`src/rtl/race_control.sv`:
```
// rtl/race_control.sv - race sequencer: 3-2-1 countdown, checkpoint-gated lap detection,
// pause/resume and abort, driving the lap timer's start/stop/lap_finished inputs.
module race_control #(
  parameter int TICKS_PER_STEP = 65000000,
  parameter int LAPS           = 3,
  parameter int FIN_X0         = 400,
  parameter int FIN_X1         = 420,
  parameter int FIN_Y0         = 500,
  parameter int FIN_Y1         = 600,
  parameter int CP_X0          = 400,
  parameter int CP_X1          = 420,
  parameter int CP_Y0          = 100,
  parameter int CP_Y1          = 200
) (
  input  logic        pclk,
  input  logic        rst,
  input  logic        race_go,
  input  logic        pause_btn,
  input  logic        abort,
  input  logic [10:0] car_x,
  input  logic [10:0] car_y,
  input  logic        pos_valid,
  output logic        start,
  output logic        stop,
  output logic        lap_finished,
  output logic [1:0]  countdown,
  output logic        race_active,
  output logic [3:0]  lap_count,
  output logic        race_done
);

  localparam int TW = (TICKS_PER_STEP > 1) ? $clog2(TICKS_PER_STEP) : 1;
  localparam logic [TW-1:0] TICK_LAST = TW'(TICKS_PER_STEP - 1);
  localparam logic [3:0]  LAPS_L = 4'(LAPS);
  localparam logic [10:0] FX0 = 11'(FIN_X0), FX1 = 11'(FIN_X1);
  localparam logic [10:0] FY0 = 11'(FIN_Y0), FY1 = 11'(FIN_Y1);
  localparam logic [10:0] CX0 = 11'(CP_X0),  CX1 = 11'(CP_X1);
  localparam logic [10:0] CY0 = 11'(CP_Y0),  CY1 = 11'(CP_Y1);

  typedef enum logic [2:0] {
    S_IDLE  = 3'd0,
    S_COUNT = 3'd1,
    S_RACE  = 3'd2,
    S_PAUSE = 3'd3,
    S_DONE  = 3'd4
  } state_t;

  state_t          state_q, state_d;
  logic [TW-1:0]   tick_q, tick_d;
  logic [1:0]      countdown_q, countdown_d;
  logic [3:0]      lap_count_q, lap_count_d;
  logic            start_q, start_d, stop_q, stop_d, lap_finished_q, lap_finished_d;
  logic            race_active_q, race_active_d, race_done_q, race_done_d;
  logic            cp_seen_q, cp_seen_d, prev_in_fin_q, prev_in_fin_d;
  logic            pending_stop_q, pending_stop_d;

  logic       in_fin, in_cp, step_done, lap_hit;
  logic [3:0] lap_inc;

  assign in_fin = (car_x >= FX0) && (car_x <= FX1) && (car_y >= FY0) && (car_y <= FY1);
  assign in_cp  = (car_x >= CX0) && (car_x <= CX1) && (car_y >= CY0) && (car_y <= CY1);
  assign step_done = (tick_q == TICK_LAST);
  assign lap_inc   = (lap_count_q == 4'd15) ? 4'd15 : lap_count_q + 4'd1;
  // A crossing counts only on the rising edge into the finish zone after a checkpoint visit.
  assign lap_hit = (state_q == S_RACE) && !abort && !pending_stop_q && pos_valid &&
                   in_fin && !prev_in_fin_q && cp_seen_q;

  always_ff @(posedge pclk) begin
    if (rst) begin
      state_q        <= S_IDLE;
      tick_q         <= '0;
      countdown_q    <= 2'd0;
      lap_count_q    <= 4'd0;
      start_q        <= 1'b0;
      stop_q         <= 1'b0;
      lap_finished_q <= 1'b0;
      race_active_q  <= 1'b0;
      race_done_q    <= 1'b0;
      cp_seen_q      <= 1'b0;
      prev_in_fin_q  <= 1'b0;
      pending_stop_q <= 1'b0;
    end else begin
      state_q        <= state_d;
      tick_q         <= tick_d;
      countdown_q    <= countdown_d;
      lap_count_q    <= lap_count_d;
      start_q        <= start_d;
      stop_q         <= stop_d;
      lap_finished_q <= lap_finished_d;
      race_active_q  <= race_active_d;
      race_done_q    <= race_done_d;
      cp_seen_q      <= cp_seen_d;
      prev_in_fin_q  <= prev_in_fin_d;
      pending_stop_q <= pending_stop_d;
    end
  end

  always_comb begin
    state_d = state_q;
    tick_d  = tick_q;
    if (abort) begin
      state_d = S_IDLE;
      tick_d  = '0;
    end else begin
      case (state_q)
        S_IDLE, S_DONE: if (race_go) begin
          state_d = S_COUNT;
          tick_d  = '0;
        end
        S_COUNT: if (step_done) begin
          tick_d = '0;
          if (countdown_q == 2'd1) state_d = S_RACE;
        end else begin
          tick_d = tick_q + 1'b1;
        end
        S_RACE: if (pending_stop_q) state_d = S_DONE;
                else if (pause_btn && !lap_hit) state_d = S_PAUSE;
        S_PAUSE: if (pause_btn) state_d = S_RACE;
        default: begin
          state_d = S_IDLE;
          tick_d  = '0;
        end
      endcase
    end
  end

  always_comb begin
    start_d        = 1'b0;
    stop_d         = 1'b0;
    lap_finished_d = 1'b0;
    countdown_d    = countdown_q;
    lap_count_d    = lap_count_q;
    cp_seen_d      = cp_seen_q;
    prev_in_fin_d  = prev_in_fin_q;
    pending_stop_d = pending_stop_q;
    race_active_d  = (state_d == S_RACE);
    race_done_d    = (state_d == S_DONE);
    if (abort) begin
      countdown_d    = 2'd0;
      pending_stop_d = 1'b0;
      stop_d         = (state_q == S_RACE) || (state_q == S_PAUSE);
    end else begin
      case (state_q)
        S_IDLE, S_DONE: if (race_go) begin
          countdown_d = 2'd3;
          lap_count_d = 4'd0;
        end
        S_COUNT: if (step_done) begin
          if (countdown_q == 2'd1) begin
            countdown_d   = 2'd0;
            start_d       = 1'b1;
            cp_seen_d     = 1'b0;
            prev_in_fin_d = 1'b1;
          end else begin
            countdown_d = countdown_q - 2'd1;
          end
        end
        S_RACE: if (pending_stop_q) begin
          stop_d         = 1'b1;
          pending_stop_d = 1'b0;
        end else begin
          if (pos_valid) begin
            if (lap_hit) begin
              lap_finished_d = 1'b1;
              lap_count_d    = lap_inc;
              cp_seen_d      = 1'b0;
              if (lap_inc == LAPS_L) pending_stop_d = 1'b1;
            end
            if (in_cp) cp_seen_d = 1'b1;
            prev_in_fin_d = in_fin;
          end
          if (pause_btn && !lap_hit) stop_d = 1'b1;
        end
        S_PAUSE: if (pause_btn) start_d = 1'b1;
        default: countdown_d = 2'd0;
      endcase
    end
  end

  assign start        = start_q;
  assign stop         = stop_q;
  assign lap_finished = lap_finished_q;
  assign countdown    = countdown_q;
  assign race_active  = race_active_q;
  assign lap_count    = lap_count_q;
  assign race_done    = race_done_q;

endmodule

```
`config.mk`:
```
export PLATFORM = sky130hd
export DESIGN_NAME = race_control
export DESIGN_NICKNAME = d
export VERILOG_FILES = /design/src/rtl/race_control.sv
export SDC_FILE = /design/constraint.sdc
export NUM_CORES = 1
export LEC_CHECK = 0
export ABC_CLOCK_PERIOD_IN_PS = 1900
export CAP_MARGIN = 10
export CORE_AREA = 5 5 82 84
export CTS_BUF_LIST = sky130_fd_sc_hd__clkbuf_4
export DETAILED_ROUTE_END_ITERATION = 12
export DIE_AREA = 0 0 87 89
export GPL_ROUTABILITY_DRIVEN = 0
export MAX_ROUTING_LAYER = met4
export SLEW_MARGIN = 20
export SYNTH_ARGS = -nofsm -noshare
export SYNTH_HDL_FRONTEND = slang
export SYNTH_SLANG_ARGS = --single-unit
export TNS_END_PERCENT = 20
```
`constraint.sdc`:
```
create_clock -name pclk -period 1.9 [get_ports pclk]
set_input_delay 0.38 -clock pclk [delete_from_list [all_inputs] [get_ports pclk]]
set_output_delay 0.38 -clock pclk [all_outputs]
set_load 0.005 [all_outputs]
```
; ---- After elaboration in Yosys (flattened, before gate mapping)
; Cells that the tools add are included.
[totals]
reg_bits = 43
in_bits = 28
elab_cells = 117
[op_classes]
add_sub_neg = 3
order_cmp = 6
n_eq_ne = 17
mux = 46
bitwise = 4
reduce_logical = 29
[op_table]
columns = cell, n
row1 = $pmux W26 S3, 1
row2 = $mux W26, 2
row3 = $add A26 B1 Y26 const B, 1
row4 = $eq A26 B26 Y1 const B, 1
row5 = $ge A11 B9 Y1 const B, 2
row6 = $mux W1, 22
row7 = $mux W3, 7
row8 = $mux W4, 5
row9 = $logic_and A1 B1 Y1, 12
row10 = $ne A2 B2 Y1 const B, 6
row11 = $pmux W3 S4, 1
row12 = $reduce_and A6 Y1, 2
row13 = $ge A11 B7 Y1 const B, 1
row14 = $le A11 B10 Y1 const B, 1
row15 = $le A11 B8 Y1 const B, 1
row16 = $le A11 B9 Y1 const B, 1
row17 = $eq A3 B2 Y1 const B, 3
row18 = $pmux W4 S2, 1
row19 = $reduce_and A7 Y1, 1
row20 = $eq A3 B3 Y1 const B, 2
row21 = $mux W2, 3
row22 = $pmux W1 S2, 3
row23 = $pmux W2 S3, 1
row24 = $reduce_or A2 Y1, 3
row25 = 15 further kinds, 22

; ---- Depth between registers and ports, before layout
[logic_depth]
ltp_word = 14
mapped_depth = 8
mapped_depth_nobuf = 8

; ---- Worst setup path after synthesis
; No wires, ideal clock.
[synth_timing]
kind = register -> register
startpoint = register state_q[0]
endpoint = register lap_count_q[1] (netlist: lap_count[1])
setup_ns = 0.087
arrival_time_ns = 2.004
required_time_ns = 1.813
setup_slack_ns = -0.191
stages_incl_launch_ff = 9
period_less_slack_ns = 2.091
path_cell_list = dfxtp_1 -> buf_6 -> or3b_4 -> nor3_4 -> and3_4 -> and3_1 -> buf_2 -> mux2_1 -> o31ai_1
[synth_via]
elab_chain_cells = 9
elab_cells_between_ends = 17
[synth_rtl]
columns = element, line
row1 = "start, declared", 48  ; state_t state_q, state_d;
row2 = "start signal, assigned", 83  ; state_q <= state_d;
row3 = $eq A3 B2 Y1, "65, 143"
row4 = $logic_and A1 B1 Y1 (4 in a row), 65  ; assign lap_hit = (state_q == S_RACE) && !abort && !pending_stop_q && pos_valid &&
row5 = $logic_and A1 B1 Y1 (2 in a row), 66  ; in_fin && !prev_in_fin_q && cp_seen_q;
row6 = $ne A2 B2 Y1 (no source line), -
row7 = $reduce_and A6 Y1 (no source line), -
row8 = "end signal, assigned", 86  ; lap_count_q <= lap_count_d;
row9 = "end, declared", 51  ; logic [3:0] lap_count_q, lap_count_d;
; Parallel ways exist; a longest one is shown, timed or not.
; A chain may end at the register's enable or synchronous reset.

; ---- Worst setup path in the final report
[layout_timing]
startpoint = register state_q[2]
endpoint = register lap_count_q[3] (netlist: lap_count[3])
; Same word-level chain as after synthesis.

==> key figures <==
Placement
  • Setup slack after placement: -528.6 ps
  • Port-buffer cells: 38
  • Placed insts: 418
  • Detailed Place HPWL: 4065 microns
  • Placed instance area: 3068 sq um

Die
  • Die width: 87 microns
  • Die footprint: 7743 sq um
  • Core area: 5851 sq um
  • I/O pins: 39
  • FP Rows: 28
  • Die H: 89 microns
  • Initial core utilization: 38.86%

Yosys
  • Area contributors post-synth: dfxtp_1 38%, nor2_1 6.8%, xor2_1 5.8%
  • Cell variety after synth: 56
  • Simple-gate portion of the synthesized area: 35.22%
  • Compound-Gate Fraction of Synth Area: 10.46%
  • Primary FF master, synth: dfxtp_1
  • Avg Inst Size Synth: 8.483 sq um
  • Synthesis-stage register bit count: 43
  • Fraction of synthesized cell area in xor and xnor cells: 10.02%
  • Yosys warnings: 0
  • Sequential element share of the synthesized area: 37.86%
  • Adder-Cell Fraction of Synth Area: 1.651%
  • Cells after Synth: 268
  • Synth area leader: dfxtp_1
  • Most numerous cell in the Yosys netlist: dfxtp_1
  • Post-synth top area share: 37.86%
  • Post-synthesis net count: 299
  • Top cells by count, synth: 43 x dfxtp_1, 41 x nor2_1, 23 x nand2_1
  • Async set-reset flop share out of synthesis: 0%
  • Post-synth EDFFs: 0
  • Largest family of logic cells by synthesized area: simple AND/OR/NAND/NOR gates
  • Mux cell area share after synthesis: 1.816%
  • Mapped Area: 2273 sq um

Clocking
  • Clock-pin slew on the worst setup and hold paths: 130 ps
  • CTS H-tree lvls: 2
  • Hold_buf cts: 0
  • CTS Sinks: 43
  • Clock tree root buffer cell: clkbuf_4
  • Total CTS buffers: 5
  • Clock Path Buffers: 2
  • CTS tree: yes
  • Worst-Skew Late Latency: 360 ps

Hold path
  • Hold Path Cell Cnt: 2
  • HP Class: register to register
  • Worst Hold End: prev_in_fin_q$_SDFFE_PP0P_
  • HP Start: prev_in_fin_q$_SDFFE_PP0P_

Pwr
  • P_leak: 0.001254 uW
  • Pwr dens: 510.7 nW/um^2
  • Total power: 1700 uW
  • Maximum VDD drop: 0.3410 mV

Timing
  • Setup Viol. Count Final: 2
  • Setup TNS: -37.59 ps
  • Least-Margin Pin Slew: 396.9 ps
  • Max-slew violation count: 0
  • Skew final: 10.77 ps
  • Max frequency: 516.5 MHz
  • Final hold vios: 0
  • Unrepaired setup endpoints after global routing: yes
  • Max-slew headroom: 73.33%
  • Fin crit share: 101.9%
  • Tmin final: 1936 ps
  • Final worst setup slack: -36.16 ps

Global route
  • Via count of the first global-routing pass: 2096
  • Aggregate global routing overflow: 0
  • Initial antenna violation count: 0
  • First-pass GRT wire length: 9356 microns
  • Total GRT Usage: 15.46%
  • Largest net degree at the start of global routing: 26

Finish
  • Filler instances: 543
  • Final Instance Area: 3329 sq um
  • # nets final: 386
  • Ratio of cells with drive above 1 in the final layout: 25.84%
  • P&R area growth vs syn: 46.45%
  • Non-Filler Instances: 431
  • # diodes: 0

Routing
  • Max Used Layer: met4
  • Routed len/inst: 13.66 microns
  • Routed vias: 2183
  • 1st-iter DRT viols: 111
  • Wl on met1: 2898 microns
  • Drt drc: 0
  • DR WL met3: 261 microns
  • Routed wl met2: 2657 microns
  • Post-DRT Antenna Nets: 0
  • DR pass1 iterations: 4
  • Vias per cell: 5.065
  • Routed Wire Length: 5888 microns

Job
  • Max_cap viols: 0

Critical path
  • CP Launch Type: register
  • Crit-path cells: or3b_4 -> nor3_4 -> and3_4 -> nand3_4 -> or4b_1 -> and3_1
  • Critical Path Fanout Max: 4
  • CP delay by family, top: simple AND/OR/NAND/NOR gates
  • Crit path DAT: 2190 ps
  • R2R depth: 6
  • Critical Path Max Stage Delay: 470 ps
  • Buf+Inv Stages, Crit Path: 0
  • RR Endpoint: lap_count[3]$_SDFFE_PP0P_
  • Worst path slowest cell: or4b_1
  • CP endpoint kind: register
  • Required @ worst endpoint: 2160 ps
  • Setup CP Type: register to register
  • Reg-to-Reg Start: state_q[2]$_SDFF_PP0_
  • Flop2flop setup slack: -40 ps

Status
  • Failing checks: setup timing
  • Status: complete, but fails checks
[layout by cell type, fill, tap and decap left out, types with 7 or more instances in the layout]
| master | synthesis | layout |
|---|---|---|
| buf_4 | 0 | 47 |
| nor2_1 | 41 | 41 |
| dfxtp_1 | 43 | 38 |
| clkdlybuf4s50_1 | 0 | 30 |
| nand2_1 | 23 | 22 |
| xor2_1 | 15 | 15 |
| xnor2_1 | 11 | 11 |
| and3_1 | 10 | 9 |
| nand3_1 | 9 | 9 |
| nor3_1 | 12 | 8 |
| a21oi_1 | 8 | 8 |
| o21ai_0 | 8 | 8 |
| nand4_1 | 7 | 7 |
| dlygate4sd2_1 | 0 | 7 |
[layer usage]
| layer | up-vias | global-route usage [%] |
|---|---|---|
| met5 | - | - |
| met4 | 0 | 4.816 |
| met2 | 38 | 24.71 |
| met3 | 5 | 3.687 |
| met1 | 1005 | 19.31 |
| li1 | 1135 | - |
[worst max-delay path by stage]
stage / startpoint / to / slack, ps / cells after the start
6_report: state_q[2]$_SDFF_PP0_ / lap_count[3]$_SDFFE_PP0P_ / -40 / 6
4_1_cts: state_q[2]$_SDFF_PP0_ / lap_count[3]$_SDFFE_PP0P_ / -30 / 6
2_1_floorplan: state_q[0]$_SDFF_PP0_ / lap_count[1]$_SDFFE_PP0P_ / -160 / 8
3_3_place_gp: car_y[6] / lap_count[3]$_SDFFE_PP0P_ / -470 / 7
3_5_place_dp: car_y[9] / lap_count[3]$_SDFFE_PP0P_ / -530 / 7
5_1_grt: tick_q[11]$_SDFFE_PP0P_ / race_active$_SDFF_PP0_ / -140 / 6
[logic make-up after synthesis]
kind of cell | count (synthesis)
xor gates and xnor gates | 26
adders and majority gates | 3
buffers and inverters | 15
AOI/OAI and AO/OA | 36
and+or+nand+nor | 141
DFF | 43
muxes | 4
[where the power goes]
group	internal (uW)	total [uW]	leakage, uW	switching [uW]
combinational	125	217	0.000862	91.7
clock	271	575	0.0000426	304
sequential	905	909	0.000350	3.70
total	1300	1700	0.00125	399
[worst reg2reg max path: cells and delay by family, from the launching register on]
kind	cells	cell delay (ps)
simple gates	6	1500
flops	1	340
[metrics by stage]
stage	hold WS (ps)	utilization, %
after detailed placement	466.6	52.44
final	486.7	56.91
after CTS	488.3	54.23
after floorplan	453.2	-
after global routing	525.3	56.91
after global placement	456.9	52.44
[cell type report]
cell class | count | area (sq um) | share of cell area [%]
clock buffers | 5 | 37.54 | 1.127
clock inverters | 3 | 38.79 | 1.165
inverters | 5 | 18.77 | 0.5637
multi-input cells | 210 | 1451 | 43.59
flip-flops and latches | 43 | 869.6 | 26.12
well taps | 75 | 93.84 | 2.818
repair buffers | 90 | 819.5 | 24.61
[sequential cells by signal (all words and copies together), names as in the netlist]
register        cells
cp_seen_q           1
start               1
lap_finished        1
stop                1
lap_count           4
countdown           2
race_done           1
prev_in_fin_q       1
state_q             3
tick_q             26
pending_stop_q      1
race_active         1
[timing repair]
item,in CTS,in global routing
setup buffers,2,1
hold endpoints to repair,0,0
pin swaps,7,8
cloned,0,2
gates resized for setup,11,24
setup endpoints to repair,7,31
(Power assumes the default switching activity.)
